===== src/rtl/ex_branch_unit.sv =====
// Execute-stage branch resolution: evaluates branch conditions from ALU flags, requests a
// fetch redirect and squashes wrong-path work. Optional statistics under BRANCH_STATS_EN.
module ex_branch_unit #(
    parameter int unsigned FLUSH_CYCLES = 2
) (
    input  logic        clk,
    input  logic        rst,
    input  logic        in_valid,
    output logic        in_ready,
    input  logic        is_branch,
    input  logic        is_jal,
    input  logic        is_jalr,
    input  logic [2:0]  funct3,
    input  logic [31:0] pc,
    input  logic [31:0] imm,
    input  logic [31:0] rs1,
    input  logic        zero,
    input  logic        slt,
    input  logic        sltu,
    output logic        redirect_valid,
    input  logic        redirect_ready,
    output logic [31:0] redirect_pc,
    output logic [31:0] link_pc,
    output logic        flush,
    output logic        illegal,
    output logic        misalign,
    output logic [31:0] branch_cnt,
    output logic [31:0] taken_cnt
);

    typedef enum logic [1:0] {StIdle, StRedirect, StFlush} state_e;

    localparam logic [2:0] FlushLast = (FLUSH_CYCLES == 0) ? 3'd0 : 3'(FLUSH_CYCLES - 1);

    state_e      state_q;
    logic [2:0]  flush_cnt_q;
    logic        accept;
    logic        cond;
    logic        reserved;
    logic        taken;
    logic [31:0] target;

    assign in_ready = (state_q == StIdle) && !rst;
    assign accept   = in_valid && in_ready;

    always_comb begin
        cond     = 1'b0;
        reserved = 1'b0;
        case (funct3)
            3'b000:  cond = zero;
            3'b001:  cond = !zero;
            3'b100:  cond = slt;
            3'b101:  cond = !slt;
            3'b110:  cond = sltu;
            3'b111:  cond = !sltu;
            default: reserved = 1'b1;
        endcase
    end

    // Gating with is_branch keeps unknown flags on non-branches out of the decision.
    assign taken  = is_jal || is_jalr || (is_branch && cond && !reserved);
    assign target = is_jalr ? ((rs1 + imm) & ~32'h1) : (pc + imm);

    always_ff @(posedge clk) begin
        if (rst) begin
            state_q        <= StIdle;
            flush_cnt_q    <= 3'd0;
            redirect_valid <= 1'b0;
            redirect_pc    <= 32'd0;
            link_pc        <= 32'd0;
            flush          <= 1'b0;
            illegal        <= 1'b0;
            misalign       <= 1'b0;
        end else begin
            illegal  <= 1'b0;
            misalign <= 1'b0;
            case (state_q)
                StIdle: begin
                    if (accept) begin
                        link_pc <= pc + 32'd4;
                        if (is_branch && reserved) illegal <= 1'b1;
                        if (taken) begin
                            redirect_pc <= target;
                            if (target[1]) begin
                                misalign <= 1'b1;
                            end else begin
                                redirect_valid <= 1'b1;
                                state_q        <= StRedirect;
                            end
                        end
                    end
                end
                StRedirect: begin
                    if (redirect_ready) begin
                        redirect_valid <= 1'b0;
                        if (FLUSH_CYCLES == 0) begin
                            state_q <= StIdle;
                        end else begin
                            state_q     <= StFlush;
                            flush       <= 1'b1;
                            flush_cnt_q <= FlushLast;
                        end
                    end
                end
                StFlush: begin
                    if (flush_cnt_q == 3'd0) begin
                        state_q <= StIdle;
                        flush   <= 1'b0;
                    end else begin
                        flush_cnt_q <= flush_cnt_q - 3'd1;
                    end
                end
                default: state_q <= StIdle;
            endcase
        end
    end

`ifdef BRANCH_STATS_EN
    always_ff @(posedge clk) begin
        if (rst) begin
            branch_cnt <= 32'd0;
            taken_cnt  <= 32'd0;
        end else if (accept) begin
            if (is_branch) branch_cnt <= branch_cnt + 32'd1;
            if (taken && !target[1]) taken_cnt <= taken_cnt + 32'd1;
        end
    end
`else
    assign branch_cnt = 32'd0;
    assign taken_cnt  = 32'd0;
`endif

endmodule


===== config.mk =====
export PLATFORM = sky130hd
export DESIGN_NAME = ex_branch_unit
export DESIGN_NICKNAME = d
export VERILOG_FILES = /design/src/rtl/ex_branch_unit.sv
export SDC_FILE = /design/constraint.sdc
export NUM_CORES = 1
export LEC_CHECK = 0
export CAP_MARGIN = 20
export CELL_PAD_IN_SITES_DETAIL_PLACEMENT = 1
export CELL_PAD_IN_SITES_GLOBAL_PLACEMENT = 1
export CORE_ASPECT_RATIO = 1.2
export CORE_MARGIN = 2
export CORE_UTILIZATION = 34
export CTS_BUF_LIST = sky130_fd_sc_hd__clkbuf_8
export DETAILED_ROUTE_END_ITERATION = 7
export GPL_TIMING_DRIVEN = 0
export PLACE_DENSITY_LB_ADDON = 0.1
export SYNTH_ARGS = -nofsm -noshare
export SYNTH_HDL_FRONTEND = slang
export SYNTH_SLANG_ARGS = --single-unit

===== constraint.sdc =====
create_clock -name clk -period 3 [get_ports clk]
set_input_delay 0.6 -clock clk [delete_from_list [all_inputs] [get_ports clk]]
set_output_delay 0.6 -clock clk [all_outputs]
set_load 0.005 [all_outputs]

; Yosys cells after proc, flatten, opt, wreduce, memory -nomap -nowiden
; Cells that the tools add are included.
; Widths: inputs -> output; s select.
[totals]
out_inout_bits = 133
in_bits = 109
mem_bits_ro = 0
ramBits = 0
elab_cells = 75
mem_count = 0
latchBits = 0
regBits = 73
[classes]
bitwise = 3
div = 0
mux = 22
multipliers = 0
shifts = 0
add_sub_neg = 4
reduce_logical = 25
eq_ne = 13
order_cmp = 0
[ops]
columns = op, n
row1 = $add 32x32->32, 2
row2 = $add 32x3->32 const B, 1
row3 = $mux 32, 1
row4 = $eq 3x3->1 const B, 4
row5 = $ne 2x2->1 const B, 6
row6 = $mux 2, 5
row7 = $reduce_and 5->1, 2
row8 = $mux 1, 9
row9 = $reduce_and 3->1, 3
row10 = $logic_not 3->1, 2
row11 = $mux 3, 2
row12 = $pmux 1 s6, 1
row13 = $pmux 2 s3, 1
row14 = $pmux 3 s2, 1
row15 = $reduce_or 6->1, 1
row16 = $logic_and 1x1->1, 5
row17 = $logic_not 1->1, 4
row18 = $pmux 1 s2, 2
row19 = $reduce_bool 2->1, 2
row20 = $reduce_or 4->1, 1
row21 = $eq 3x1->1 const B, 1
row22 = $not 1->1, 3
row23 = $reduce_or 3->1, 1
row24 = $sub 3x1->3 const B, 1
row25 = other kinds (5), 6

; Longest topological paths before layout
[logic_depth]
word_depth = 8
depth_mapped = 12
mapped_depth_nobuf = 12

; Worst setup path before layout
; No wires, ideal clock.
[synth_path]
kind = input to register
from = in imm[9]
to = reg redirect_pc[22]
arrival_ns = 2.714
path_slack_ns = 0.183
cell_stages = 10
path_buffers = 0
setup_ns = 0.103
required_time_ns = 2.897
path_cell_list = ha_1 a21o_1 a21o_4 a2111oi_4 o311a_4 a21oi_2 a31oi_1 xnor2_1 nor2_1 a2111oi_2
[synth_between]
elab_chain_cells = 2
elab_cells_between_ends = 3
cone_classes = 2 x add/sub / 1 x mux
[synth_rtl]
columns = item, line_no
row1 = start: declaration, 15  ; input logic [31:0] imm,
row2 = $add 32x32->32, 62  ; assign target = is_jalr ? ((rs1 + imm) & ~32'h1) : (pc + imm);
row3 = $mux 32 *, 62
row4 = end signal: assignment, 83  ; redirect_pc <= target;
row5 = end: declaration, 22  ; output logic [31:0] redirect_pc,
; Mark *: on every way between the ends. The rest lies on a longest branch, timed or not.
; A chain may end at the register's enable or synchronous reset.

; Worst setup path after layout
[layout_path]
from = in rs1[22]
to = reg redirect_pc[29]
[layout_between]
elab_chain_cells = 2
[layout_rtl]
columns = item, line_no
row1 = start: declaration, 16  ; input logic [31:0] rs1,
row2 = $add 32x32->32, 62
row3 = $mux 32, 62
; Every way passes these cells.

==> results.md <==
- Outcome: complete, no violations
- Via count: 7,839
- Worst Setup End Kind: register
- Global route overflow: 0
- CP peak stage delay: 580 ps
- Synth Area in Compound Gates: 25.0%
- Hold crit path type: reg -> reg
- Post-layout util: 50.2%
- Yosys reg bits: 73
- Post-synth EDFFs: 0
- Crit path buf inv count: 2
- Switch share: 38.9%
- Clock network power share: 20.8%
- Fill count: 2,558
- Fmax: 0.335 GHz
- Clock buffer count from CTS: 9
- First-pass GRT wire length: 43,000 um
- DRC violations left: 0
- Synth Warn #: 0
- Top FF cell, synth: dfxtp_1
- Syn avg cell area: 7.68 sq um
- Comb pwr share: 48.3%
- Clk_skew: 12.2 ps
- Largest family of logic cells by synthesized area: compound AO/OA/AOI/OAI gates
- Skew-Pair Late Insertion Delay: 370 ps
- Chip width: 138 um
- Min cycle time layout: 2980 ps
- Die ar.: 22,700 sq um
- Worst-path clk slew: 80 ps
- Max cap viols: 0
- RSZ-0062 raised after global routing: yes
- Proportion of layout cells with a drive suffix above 1: 19.4%
- Cells along the critical path: clkdlybuf4s50_1, ha_1, buf_6, and3_4, nand2_1, or4_4, a21oi_4, nor3b_4, o31ai_4, xor2_2, a21oi_1, a31oi_1
- Post-Synth Adder-Cell Area: 11.5%
- Final ANT Viol Nets: 0
- Peak supply drop: 0.192 mV
- Pleak: 0.00436 uW
- Post-synthesis instance total: 950
- Final worst path period share: 99.4%
- Synth cell types: 77
- Final Slew Violations: 0
- Die height: 164 um
- CTS tree: done
- Critical path arrival: 3280 ps
- Total Power: 3560 uW
- Relative slew slack: 39.5%
- Top cell family by delay on the critical path: simple AND/OR/NAND/NOR gates
- Post-synthesis simple-gate area fraction: 23.0%
- Critical path fanouts, max: 3
- H-tree levels: 3
- Initial Util: 34.7%
- Routed Wire Length: 28,900 um
- Vias in the first global route: 7,964
- RePlAce Congestion: 0.908
- Mux cell area share after synthesis: 1.11%
- Cts hold-fix bufs: 0
- Wirelength per Cell: 19.4 um
- Synth async-reset ratio: 0%
- Part of the Yosys area used for sequential elements: 20.0%
- Final hold vios: 0
- Cell-internal power: 2180 uW
- Post-DP HPWL: 22,900 um
- Max clock buf depth: 2
- Crit-path slowest cell: or4_4
- Least-Margin Pin Slew: 907 ps
- Cell Pwr Density: 337 nW/um^2
- Post-DR vias/cell: 5.27
- WS Path Type: in -> reg
- CORE AREA: 21,000 sq um
- Antenna diodes: 0
- Port Buf Inserts: 176
- Largest net degree at the start of global routing: 14
- XOR/XNOR Fraction of Synth Area: 9.48%
- Critical path required time: 3300 ps
- Global router's overall resource usage: 24.9%
- Clk root buf: clkbuf_8
- Endpoints failing setup: 0
- First DRT Iteration DRCs: 270
- Worst Setup Start Kind: primary input
- Clock tree sinks: 73
- Antenna violations before repair: 1
- FP Rows: 58
- I/O Pins: 242
- NumNets Final: 1,388
- Sequential share of power: 30.9%
- TritonRoute pass-1 iters: 4
- Cell Area, Synth: 7300 sq um
- Psw: 1380 uW
- Area Overhead vs Synth: 44.8%
## what timing repair did
action,in CTS,in global routing
resized for setup,106,76
pin swaps,22,34
setup buffers,9,8
gates cloned,0,0
setup endpoints to repair,29,24
## layer usage
| metal | part of all wire [%] | routed length (um) | vias up | global-route usage, % |
|---|---|---|---|---|
| met5 | 0.024 | 7 | - | 0 |
| met1 | 40 | 11700 | 3759 | 28.8 |
| met2 | 51 | 14900 | 198 | 45.1 |
| met4 | 4.4 | 1260 | 2 | 13.1 |
| met3 | 3.6 | 1060 | 54 | 2.39 |
| li1 | - | - | 3826 | - |
## registers in the layout, summed over array words and instances (netlist names)
register / count
redirect_pc: 32
illegal: 1
flush_cnt_q: 3
misalign: 1
flush: 1
link_pc: 32
redirect_valid: 1
state_q: 2
## per-stage QoR
stage / area, sq um / hold WS [ps] / setup slack (ps) / TNS, ps / std cells
finish: 10600 / 480 / 17.1 / 0 / 1488
global route: 10600 / 515 / -105 / -469 / 1488
CTS: 10200 / 485 / -28.9 / -28.9 / 1480
detailed placement: 9630 / 473 / -911 / -20220 / 1459
global placement: 9630 / 461 / -909 / -19180 / 1459
floorplan: 7530 / 448 / 183 / 0 / 1013
## logic make-up after synthesis
kind of cell	Yosys count
other	1
muxes	8
xor gates and xnor gates	79
AOI/OAI and AO/OA	275
adders and majority gates	66
buffers and inverters	121
DFF	73
and+or+nand+nor	327
## synthesized netlist by cell type, types with 8 or more instances
cell type	number	share of area (%)
ha_1	64	11
nand4_1	12	1.0
nand3_1	26	1.8
nand3b_1	36	3.7
a21o_1	33	3.4
a31oi_1	8	0.69
nor3_1	30	2.1
clkbuf_1	26	1.3
o21ai_0	64	4.4
xor2_1	46	5.5
nor2_1	96	4.9
nand2_1	61	3.1
a21oi_1	79	5.4
dfxtp_1	73	20
o21bai_1	9	0.93
buf_2	8	0.55
a211oi_1	17	1.7
xnor2_1	33	4.0
buf_4	64	6.6
nor2b_1	15	1.3
inv_1	18	0.93
and3_1	11	0.94
## cell type report
cell class,instances,area [sq um],share of cell area [%]
Multi-Input combinational cell,819,6020,56.9
Timing Repair Buffer,193,1870,17.7
Sequential cell,73,1460,13.8
Buffer,99,644,6.10
Tap cell,270,338,3.20
Clock buffer,9,124,1.17
Inverter,18,67.6,0.639
Clock inverter,7,46.3,0.438
## placed cells by master (no fill, tap or decap), drive strengths merged, types with 8 or more instances in the layout
master | synthesis | final
nor2b | 15 | 15
dfxtp | 73 | 73
nor2 | 97 | 97
dlygate4sd2 | 0 | 21
conb | 1 | 64
xor2 | 46 | 46
buf | 77 | 93
nand3b | 36 | 36
nand3 | 26 | 26
dlymetal6s2s | 0 | 12
o21ai | 72 | 72
clkdlybuf4s50 | 0 | 137
ha | 64 | 64
nor3 | 30 | 30
a211oi | 19 | 19
a31oi | 8 | 8
o21bai | 9 | 9
nand2 | 61 | 61
nand4 | 12 | 12
a21o | 34 | 34
inv | 18 | 20
clkbuf | 26 | 36
and3 | 11 | 11
xnor2 | 33 | 33
a21oi | 83 | 83
## power groups by stage
stage	clock (uW)	combinational, uW	sequential [uW]
floorplan	0	906	1120
global placement	0	1520	1120
detailed placement	0	1530	1120
CTS	760	1630	1100
global route	797	1880	1110
finish	739	1720	1100
## worst paths after layout
kind | start | endpoint | slack (ps) | cells after the start
min reg2reg | redirect_pc[0] | redirect_pc[0] | 480 | 2
min | redirect_pc[0] | redirect_pc[0] | 480 | 2
max | rs1[22] | redirect_pc[29] | 20 | 12
max reg2reg | state_q[0] | redirect_pc[11] | 660 | 8
## worst register-to-register path, cell delays in order (launching register included)
cell      delay (ps)
dfxtp_1          340
nor3_1           350
nand2_1          310
nor2_1           240
buf_2            290
clkbuf_4         340
o21ai_0          130
a21oi_1          150
nor3_1            60
Note: power is estimated with default switching activity, not from simulation.
